--- src/rtl/otter_fetch_pkg.sv ---
// Shared types and constants for the otter fetch unit (state encoding, reset PC, instruction size).
package otter_fetch_pkg;

    typedef enum logic [2:0] {
        ST_BOOT  = 3'd0,
        ST_ISSUE = 3'd1,
        ST_WAIT  = 3'd2,
        ST_FULL  = 3'd3,
        ST_DRAIN = 3'd4
    } fetch_state_e;

    localparam logic [31:0] RESET_PC_DEFAULT = 32'h0000_0000;
    localparam logic [31:0] INSTR_BYTES      = 32'd4;

    function automatic logic [31:0] word_align(input logic [31:0] addr);
        return {addr[31:2], 2'b00};
    endfunction

    function automatic logic is_word_aligned(input logic [31:0] addr);
        return (addr[1:0] == 2'b00);
    endfunction

endpackage

--- src/rtl/otter_fetch_pc.sv ---
// Fetch program counter: redirect load has priority over the sequential increment.
module otter_fetch_pc
    import otter_fetch_pkg::*;
#(
    parameter logic [31:0] RESET_PC = RESET_PC_DEFAULT
) (
    input  logic        clk_i,
    input  logic        rst_ni,
    input  logic        load_i,
    input  logic [31:0] load_pc_i,
    input  logic        inc_i,
    output logic [31:0] pc_o
);

    logic [31:0] pc_q;
    logic [31:0] pc_d;

    // Next-pc select; the add wraps naturally at 2^32
    always_comb begin
        pc_d = pc_q;
        if (load_i) begin
            pc_d = word_align(load_pc_i);
        end else if (inc_i) begin
            pc_d = pc_q + INSTR_BYTES;
        end else begin
            pc_d = pc_q;
        end
    end

    // PC register
    always_ff @(posedge clk_i or negedge rst_ni) begin
        if (!rst_ni) begin
            pc_q <= RESET_PC;
        end else begin
            pc_q <= pc_d;
        end
    end

    assign pc_o = pc_q;

endmodule

--- src/rtl/otter_fetch.sv ---
// Instruction fetch unit: one outstanding memory request, result held in an instruction register.
// Optional macro FETCH_ALIGN_CHK_EN rejects misaligned redirects and pulses misalign.
module otter_fetch
    import otter_fetch_pkg::*;
#(
    parameter logic [31:0] RESET_PC = RESET_PC_DEFAULT
) (
    input  logic        CLK,
    input  logic        RST_N,
    output logic        imem_req,
    output logic [31:0] imem_addr,
    input  logic        imem_rvalid,
    input  logic [31:0] imem_rdata,
    output logic        ir_valid,
    input  logic        ir_ready,
    output logic [31:0] ir,
    output logic [31:0] ir_pc,
    input  logic        redirect_valid,
    input  logic [31:0] redirect_pc
`ifdef FETCH_ALIGN_CHK_EN
    ,
    output logic        misalign
`endif
);

    fetch_state_e state_q;
    fetch_state_e state_d;
    logic         req_q;
    logic         ir_valid_q;
    logic [31:0]  ir_q;
    logic [31:0]  ir_pc_q;
    logic [31:0]  pc_s;
    logic         redir_take_s;
    logic         pc_inc_s;

`ifdef FETCH_ALIGN_CHK_EN
    logic redir_bad_s;
    logic misalign_q;

    assign redir_bad_s  = redirect_valid & ~is_word_aligned(redirect_pc);
    assign redir_take_s = redirect_valid & ~redir_bad_s;
    assign misalign     = misalign_q;

    // One-cycle pulse for a rejected redirect
    always_ff @(posedge CLK or negedge RST_N) begin
        if (!RST_N) begin
            misalign_q <= 1'b0;
        end else begin
            misalign_q <= redir_bad_s;
        end
    end
`else
    assign redir_take_s = redirect_valid;
`endif

    // A response only lands in ir when no redirect competes with it
    assign pc_inc_s = (state_q == ST_WAIT) & imem_rvalid & ~redir_take_s;

    otter_fetch_pc #(
        .RESET_PC (RESET_PC)
    ) u_pc (
        .clk_i     (CLK),
        .rst_ni    (RST_N),
        .load_i    (redir_take_s),
        .load_pc_i (redirect_pc),
        .inc_i     (pc_inc_s),
        .pc_o      (pc_s)
    );

    // Next-state logic; a redirect out of WAIT must still swallow the in-flight response
    always_comb begin
        state_d = state_q;
        if (redir_take_s) begin
            case (state_q)
                ST_WAIT:  state_d = imem_rvalid ? ST_ISSUE : ST_DRAIN;
                ST_DRAIN: state_d = ST_DRAIN;
                default:  state_d = ST_ISSUE;
            endcase
        end else begin
            case (state_q)
                ST_BOOT:  state_d = ST_ISSUE;
                ST_ISSUE: state_d = ST_WAIT;
                ST_WAIT:  state_d = imem_rvalid ? ST_FULL : ST_WAIT;
                ST_FULL:  state_d = ir_ready ? ST_ISSUE : ST_FULL;
                ST_DRAIN: state_d = imem_rvalid ? ST_ISSUE : ST_DRAIN;
                default:  state_d = ST_BOOT;
            endcase
        end
    end

    // FSM state, request pulse and instruction register
    always_ff @(posedge CLK or negedge RST_N) begin
        if (!RST_N) begin
            state_q    <= ST_BOOT;
            req_q      <= 1'b0;
            ir_valid_q <= 1'b0;
            ir_q       <= 32'h0000_0000;
            ir_pc_q    <= 32'h0000_0000;
        end else begin
            state_q <= state_d;
            req_q   <= (state_d == ST_ISSUE);
            if (pc_inc_s) begin
                ir_q       <= imem_rdata;
                ir_pc_q    <= pc_s;
                ir_valid_q <= 1'b1;
            end else if (redir_take_s || ((state_q == ST_FULL) && ir_ready)) begin
                ir_valid_q <= 1'b0;
            end else begin
                ir_valid_q <= ir_valid_q;
            end
        end
    end

    assign imem_req  = req_q;
    assign imem_addr = pc_s;
    assign ir_valid  = ir_valid_q;
    assign ir        = ir_q;
    assign ir_pc     = ir_pc_q;

endmodule

--- config.mk ---
export PLATFORM = sky130hd
export DESIGN_NAME = otter_fetch
export DESIGN_NICKNAME = d
export VERILOG_FILES = /design/src/rtl/otter_fetch_pkg.sv /design/src/rtl/otter_fetch_pc.sv /design/src/rtl/otter_fetch.sv
export SDC_FILE = /design/constraint.sdc
export NUM_CORES = 1
export LEC_CHECK = 0
export CAP_MARGIN = 20
export CELL_PAD_IN_SITES_DETAIL_PLACEMENT = 0
export CELL_PAD_IN_SITES_GLOBAL_PLACEMENT = 2
export CORE_MARGIN = 3
export CORE_UTILIZATION = 29
export CTS_CLUSTER_SIZE = 16
export DETAILED_ROUTE_END_ITERATION = 12
export GPL_TIMING_DRIVEN = 0
export MAX_ROUTING_LAYER = met4
export PLACE_DENSITY = 0.86
export SLEW_MARGIN = 40
export SYNTH_ARGS = -nofsm -noshare
export SYNTH_HDL_FRONTEND = slang
export SYNTH_HIERARCHICAL = 1
export SYNTH_SLANG_ARGS = --single-unit
--- constraint.sdc ---
create_clock -name CLK -period 3.3 [get_ports CLK]
set_input_delay 0.99 -clock CLK [delete_from_list [all_inputs] [get_ports CLK]]
set_output_delay 0.99 -clock CLK [all_outputs]
set_load 0.02 [all_outputs]
# Word-level counts from Yosys, hierarchy flattened
# Cells that the tools add are included.
[totals]
regBits = 101
output_inout_bits = 98
wordCells = 30
[op_classes]
bitwise_logic = 3
n_eq_ne = 5
mux = 10
n_reduce_logical = 5
n_addsub = 1
[ops]
columns = ["operator", "n"]
rows = [
  ["2-to-1 mux 32 bit", 2],
  ["adder 32 x 3 -> 32 bit (second input constant)", 1],
  ["one-hot mux 3 bit (5 select lines)", 1],
  ["== test 3 x 1 -> 1 bit (second input constant)", 2],
  ["== test 3 x 2 -> 1 bit (second input constant)", 2],
  ["2-to-1 mux 3 bit", 2],
  ["one-hot mux 3 bit (2 select lines)", 1],
  ["nonzero test 2 bit", 2],
  ["== test 3 bit (second input constant)", 1],
  ["logical NOT 3 bit", 1],
  ["2-to-1 mux 1 bit", 3],
  ["AND 1 bit", 2],
  ["2-to-1 mux 2 bit", 1],
  ["logical AND 1 bit", 1],
  ["logical OR 1 bit", 1],
  ["inverter 1 bit", 1],
]

# Longest topological paths before layout
# Gate-level depths: netlist of the first run.
[depth]
ltp_word = 5
mapped_depth = 10
depth_no_buf = 7

# Hierarchy
# The synthesis of the first run kept the hierarchy.
[by_module_without_submodules]
columns = ["mod", "cells_per_inst", "instances", "seq_area_each_um2", "area_per_inst_um2"]
rows = [
  ["otter_fetch", 167, 1, 1726.7, 2910.3],
  ["otter_fetch_pc", 192, 1, 750.7, 1729.2],
]

# Worst setup path after synthesis of the first run
# Ideal clock, no wire load.
[synth_timing]
path_kind = "input port to flip-flop"
start = "input redirect_valid"
end = "register u_pc.pc_q[28], in the netlist u_pc/pc_o[28]"
path_slack_ns = 0.355
arrival_time_ns = 2.820
setup_time_ns = 0.125
cell_stages = 9
path_cell_list = "clkbuf_1 nor3_2 buf_6 buf_12 and3_1 nand3_1 nor4_1 xor2_1 mux2_2"
[synth_via]
elab_chain_len = 3
elab_cells_between_ends = 4
[synth_lines]
columns = ["element", "line", "rtl"]
rows = [
  ["start, declared", "otter_fetch.sv:18", "input logic redirect_valid,"],
  ["inverter 1 bit", "otter_fetch.sv:57", "assign pc_inc_s = (state_q == ST_WAIT) & imem_rvalid & ~redir_take_s;"],
  ["AND 1 bit", "otter_fetch.sv:57", ""],
  ["net pc_inc_s", "otter_fetch.sv:34", "logic pc_inc_s;"],
  ["nonzero test 2 bit (no line)", "--", ""],
  ["end signal, assigned", "otter_fetch_pc.sv:35", "pc_q <= pc_d;"],
  ["end, declared", "otter_fetch_pc.sv:15", "logic [31:0] pc_q;"],
]
# The timed path passes the listed nets, and every way through them passes these cells.
# A chain may end at the register's enable or synchronous reset.

# Worst setup path in the final report of the first run
[layout_timing]
start = "input imem_rvalid"
end = "register u_pc.pc_q[19], in the netlist u_pc/pc_o[19]"
[layout_via]
elab_chain_len = 3
[layout_lines]
columns = ["element", "line", "rtl"]
rows = [
  ["start, declared", "otter_fetch.sv:12", "input logic imem_rvalid,"],
  ["AND 1 bit (2 in series)", "otter_fetch.sv:57", ""],
  ["net pc_inc_s", "otter_fetch.sv:34", ""],
  ["nonzero test 2 bit (no line)", "--", ""],
]
# The timed path passes the listed nets, and every way through them passes these cells.

==> results.cfg, run 1 <==
[setup_path]
r2r_end = u_pc/pc_o[19]
crit_path_end = u_pc/pc_o[19]
path_cells = dlymetal6s2s_1 -> nand3b_1 -> nor3_2 -> buf_6 -> buf_12 -> nand4_4 -> or3_1 -> buf_6 -> nor3_1 -> xnor2_1 -> o21ai_2
cpPeakStageDelay_ns = 0.35
cp-end-kind = flop
rrSetupSlack_ns = 0.78
path_common_cell = buf_6
crit_cells = 11
crit_arrival_ns = 3.00
start_kind = input pin
worstPathRequired_ns = 3.52
startpoint = imem_rvalid
path_class = in -> reg
cp_max_fo = 14
cp_top_family = simple AND/OR/NAND/NOR gates
cp_slowest_cell = or3_1
r2r_start = state_q[2]
worstRegToRegCells = 10
critPathBufInv = 4

[logic_synthesis]
yosysSeqAreaShare_pct = 53.4
ys_seq_elements = 99
ys_types = 43
avgSynthCellArea_um2 = 12.9
synthArstFlopShare_pct = 100
yosysWarningCount = 6
synth_ff_type = dfrtp_1
synth_edf_count = 0
syn_area_mm2 = 0.00464
synthCells = 359

[layout]
finalNonFillerCells = 753
drive_gt1_share_pct = 20.5
nFillCells = 1433
nNetsFinal = 608
antennaDiodeCount = 0
area_delta_synth_final_pct = 49.7

[min_path]
hold_depth = 1
hp-class = reg -> reg

[floorplan]
die_area_mm2 = 0.0176
die_y_um = 132
placementRows = 45
core_area_mm2 = 0.0154
initial_core_util_pct = 30.1
fp.dieW_um = 132
io_pins = 167

[clock_tree]
ctsHoldBuffers = 0
clock_latency_ns = 0.35
cts_tree = built
clkSlewWorstSetupHoldPaths_ns = 0.07
cts.htree.levels = 3
clock-root-buffer = clkbuf_16
clock_sinks = 99
cts_buffers = 9
clock_path_buffers = 2

[placed_design]
numPortBuffers = 161
place_ws_ns = -0.612
globalplace.congestion = 0.735
dpl.hpwl_um = 8930
dp_cells = 733

[sta]
relSlewSlack_pct = 65.0
hold_viol = 0
min_period_ns = 2.77
finalSetupViolCount = 0
finalMaxSlewViolations = 0
timing.hold.ws_ns = 0.504
fin_skew_ns = 0.00402
rsz0062_at_grt = false
worst_slack_ns = 0.527
fmax_ghz = 0.361
min_period_over_period_pct = 84.0
tightest_slew_ns = 0.526

[power_and_ir_drop]
power.density_mw_per_mm2 = 755
ir_worst_vdd_mv = 0.385
p_leak_nw = 2.88

[routing]
first_pass_iters = 4
detail_route.vias_per_cell = 4.55
vias = 3428
drtIter0Drc = 143
wl_per_cell_um = 16.5
antenna_left = 0
wirelength_um = 12400
drc = 0

[grt]
grt_pass1_vias = 3633
grt_overflow = 0
track_usage_pct = 14.8
antenna_found_initial = 0
grt_max_degree = 56
grt_pass1_wl_um = 20100

[run]
maxCapViolCount = 0

[outcome]
outcome = complete, no violations
## timing repair
action | in CTS | in global routing
gates resized for setup | 3 | 4
pin swaps | 0 | 1
setup buffers | 0 | 5
setup endpoints to repair | 2 | 10
## flip-flops by register name, indices dropped and copies added (netlist names)
name,count
ir,32
ir_pc,32
ir_valid,1
u_pc/pc_o,30
state_q,3
imem_req,1
## stage by stage
step / total power (W) / util (%) / setup TNS (ns) / area, um^2
after floorplan: 0.00302 / - / 0 / 4640
after global placement: 0.00409 / 42.3 / -268.94 / 6520
after detailed placement: 0.00413 / 42.5 / -5.53 / 6550
after CTS: 0.00531 / 44.6 / 0 / 6880
after global routing: 0.00550 / 45.0 / 0 / 6950
final: 0.00524 / 45.0 / 0 / 6950
## routing by layer
| metal | part of all wire (%) | vias to the layer above | GRT usage [%] |
|---|---|---|---|
| li1 | - | 1595 | - |
| met1 | 45 | 1716 | 18.5 |
| met2 | 48 | 109 | 23.1 |
| met3 | 6.2 | 8 | 5.13 |
| met4 | 0.94 | 0 | 3.29 |
| met5 | 0 | - | - |
## cell usage after synthesis, types with 3 or more instances
master | number | area, um^2
buf_4 | 3 | 22.5
dfrtp_1 | 99 | 2480
o21ai_1 | 5 | 25.0
xnor2_1 | 21 | 184
buf_12 | 5 | 100
inv_1 | 6 | 22.5
mux2_4 | 49 | 736
o21ai_0 | 26 | 130
nand3_1 | 7 | 35.0
and3_1 | 6 | 37.5
nor4_4 | 3 | 63.8
nor3_1 | 7 | 35.0
nand2_1 | 45 | 169
a21oi_1 | 4 | 20.0
nand4_1 | 3 | 18.8
mux2_2 | 16 | 180
xor2_1 | 8 | 70.1
clkbuf_1 | 7 | 26.3
nor2_1 | 8 | 30.0
nor4_1 | 4 | 25.0
## cell usage in the layout, fill, tap and decap left out, types with 9 or more instances in the layout
cell / instances
clkbuf_16: 9
clkdlybuf4s50_1: 159
dfrtp_1: 99
mux2_2: 16
mux2_4: 49
nand2_1: 45
o21ai_0: 26
xnor2_1: 21
## report_power, final
| group | internal [W] | total, W | switching (W) |
|---|---|---|---|
| Combinational | 0.00126 | 0.00219 | 0.000929 |
| Clock | 0.000682 | 0.00114 | 0.000463 |
| Sequential | 0.00163 | 0.00191 | 0.000279 |
| Total | 0.00357 | 0.00524 | 0.00167 |
## area by class of cell
class	count	area (um^2)	area share (%)
well taps	211	264	3.80
flip-flops and latches	99	2480	35.7
multi-input cells	237	2000	28.9
plain buffers	18	176	2.54
clock inverters	4	75.1	1.08
repair buffers	167	1680	24.2
clock buffers	11	243	3.49
inverters	6	22.5	0.324
## worst min path at each step
| stage | startpoint | end | slack, ns |
|---|---|---|---|
| CTS | ir[17] | ir[17] | 0.51 |
| finish | ir[17] | ir[17] | 0.50 |
| global route | ir[18] | ir[18] | 0.53 |
| floorplan | state_q[0] | state_q[2] | 0.51 |
| global placement | ir[31] | ir[31] | 0.49 |
| detailed placement | ir[2] | ir[2] | 0.49 |
## kinds of logic (layout without fill, tap and decap cells)
family	Yosys count	in the layout	share of synthesized area, %
AOI/OAI and AO/OA	40	40	4.75
xor gates and xnor gates	29	29	5.47
adders and majority gates	1	1	0.270
buffers and inverters	24	206	4.29
DFF	99	99	53.4
muxes	66	66	20.0
other	1	2	0.0808
and+or+nand+nor	99	99	11.8
Power figures use the tool's default switching activity.
==> inputs of run 2 (changes only) <==
CORE_UTILIZATION = 26   (was 29)
PLACE_DENSITY = 0.82   (was 0.86)
clock period = 2.35 ns   (was 3.3 ns; I/O delays follow)
==> run 2 against run 1 <==
  * Sequential power increased by 41%
  * Core utilization down 4.2 points
  * Combinational power is 41% higher
  * Non-clock buffer count grew 12
  * Global-route usage is 0.72 points lower
  * Design area increased by 1.9%
  * Register-to-register slack got worse by 0.73 ns
  * Clock power increased by 38%
  * Routed wire length rose by 5.1%
==> results.cfg, run 2 (synthesized netlist as in run 1, its figures left out) <==
[sta]
fin_skew_ns = 0.00533
hold_viol = 0
min_period_ns = 2.30
fmax_ghz = 0.435
finalSetupViolCount = 0
min_period_over_period_pct = 97.9
rsz0062_at_grt = true
finalMaxSlewViolations = 0
relSlewSlack_pct = 65.8
tightest_slew_ns = 0.512

[power_and_ir_drop]
ir_worst_vdd_mv = 0.492
power_w = 0.00735
p_leak_nw = 2.94
power.density_mw_per_mm2 = 1040

[layout]
layout_common_cells = clkdlybuf4s50_1, dfrtp_1, mux2_4
drive_gt1_share_pct = 23.9
layout_commonest_cell = clkdlybuf4s50_1
area_delta_synth_final_pct = 52.6
antennaDiodeCount = 0
fin_util_pct = 40.8
nFillCells = 1647
nNetsFinal = 621

[grt]
grt_pass1_vias = 3766
grt_pass1_wl_um = 21100
grt_overflow = 0
antenna_found_initial = 0
grt_max_degree = 70
track_usage_pct = 14.0

[setup_path]
rrSetupSlack_ns = 0.05
r2r_start = state_q[2]
worstRegToRegCells = 8
start_kind = flop
worstPathRequired_ns = 2.57
r2r_end = u_pc/pc_o[27]
cp_max_fo = 8
path_class = reg -> reg
cp-end-kind = flop
crit_arrival_ns = 2.52

[placed_design]
globalplace.congestion = 0.744
numPortBuffers = 161
dpl.hpwl_um = 9170

[clock_tree]
clkSlewWorstSetupHoldPaths_ns = 0.07
cts.htree.levels = 3
clock_path_buffers = 2
clock-root-buffer = clkbuf_16
clock_latency_ns = 0.35
clock_sinks = 99
ctsHoldBuffers = 0
cts_tree = built
cts_buffers = 9

[routing]
antenna_left = 0
drtIter0Drc = 82
wl_per_cell_um = 16.7
first_pass_iters = 4
vias = 3445
drc = 0
wirelength_um = 13000
detail_route.vias_per_cell = 4.41

[floorplan]
io_pins = 167
placementRows = 48
fp.dieW_um = 140
core_area_mm2 = 0.0174
initial_core_util_pct = 26.7
die_y_um = 140
die_area_mm2 = 0.0195

[min_path]
hp-class = in -> async

[outcome]
outcome = complete, no violations

[run]
maxCapViolCount = 0
[run 2: cell count changes in the layout (fill, tap and decap cells not counted), moves of 2 or more]
cell / before / now
or3_4: 0 / 2
clkbuf_2: 0 / 2
nor3_1: 7 / 5
buf_4: 8 / 23
clkbuf_8: 1 / 3
[run 2: worst max path at each step]
stage | startpoint | to | depth (start not counted)
after CTS | imem_rvalid | u_pc/pc_o[29] | 11
after global routing | state_q[2] | u_pc/pc_o[27] | 8
after floorplan | imem_rvalid | u_pc/pc_o[25] | 10
final | state_q[2] | u_pc/pc_o[27] | 8
after detailed placement | imem_rvalid | u_pc/pc_o[28] | 10
after global placement | RST_N | ir_pc[12] | 1
[run 2: metrics by stage]
step | instance area [um^2] | setup WS, ns | TNS (ns) | instances | hold slack [ns]
floorplan | 4690 | -0.186 | -1.71 | 360 | 0.409
global placement | 6580 | -3.30 | -357.71 | 746 | 0.489
detailed placement | 6620 | -1.17 | -32.34 | 747 | 0.492
CTS | 7040 | 0.00474 | 0 | 774 | 0.199
global route | 7080 | -0.0977 | -0.323 | 781 | 0.209
finish | 7080 | 0.0488 | 0 | 781 | 0.205
[run 2: power by group]
part | leakage [nW] | switching (W) | internal (W)
clock | 0.148 | 0.000659 | 0.000914
sequential | 1.23 | 0.000403 | 0.00230
combinational | 1.56 | 0.00131 | 0.00177
[run 2: layout make-up]
class | count | area [um^2] | share of cell area, %
Buffer | 15 | 141 | 2.00
Clock buffer | 13 | 270 | 3.82
Clock inverter | 3 | 45.0 | 0.636
Inverter | 6 | 22.5 | 0.318
Multi-Input combinational cell | 238 | 2050 | 29.0
Sequential cell | 99 | 2480 | 35.0
Tap cell | 225 | 282 | 3.98
Timing Repair Buffer | 182 | 1790 | 25.3
[run 2: timing repair]
action                                 in CTS  in global routing
setup endpoints to repair                  26                 19
gates resized for setup                     7                  5
setup buffers                              13                 10
pin swaps                                   2                  6
gates cloned                                0                  1
endpoints found under the hold margin       0                  0
[run 2: worst max-delay path, stage by stage, from the launching register on]
cell	delay (ns)
dfrtp_2	0.45
nand3b_1	0.20
nor3_2	0.26
buf_6	0.16
nand4_4	0.13
or3_4	0.50
nor4_4	0.24
xnor2_1	0.15
o21ai_1	0.07
[run 2: routing by layer]
metal  GRT usage (%)  vias to the layer above  wire, um
met5               -                        -         0
met4            4.54                        0       209
met3            3.47                       13       740
met2            21.0                      109      5980
met1            18.8                     1695      6090
li1                -                     1628         -
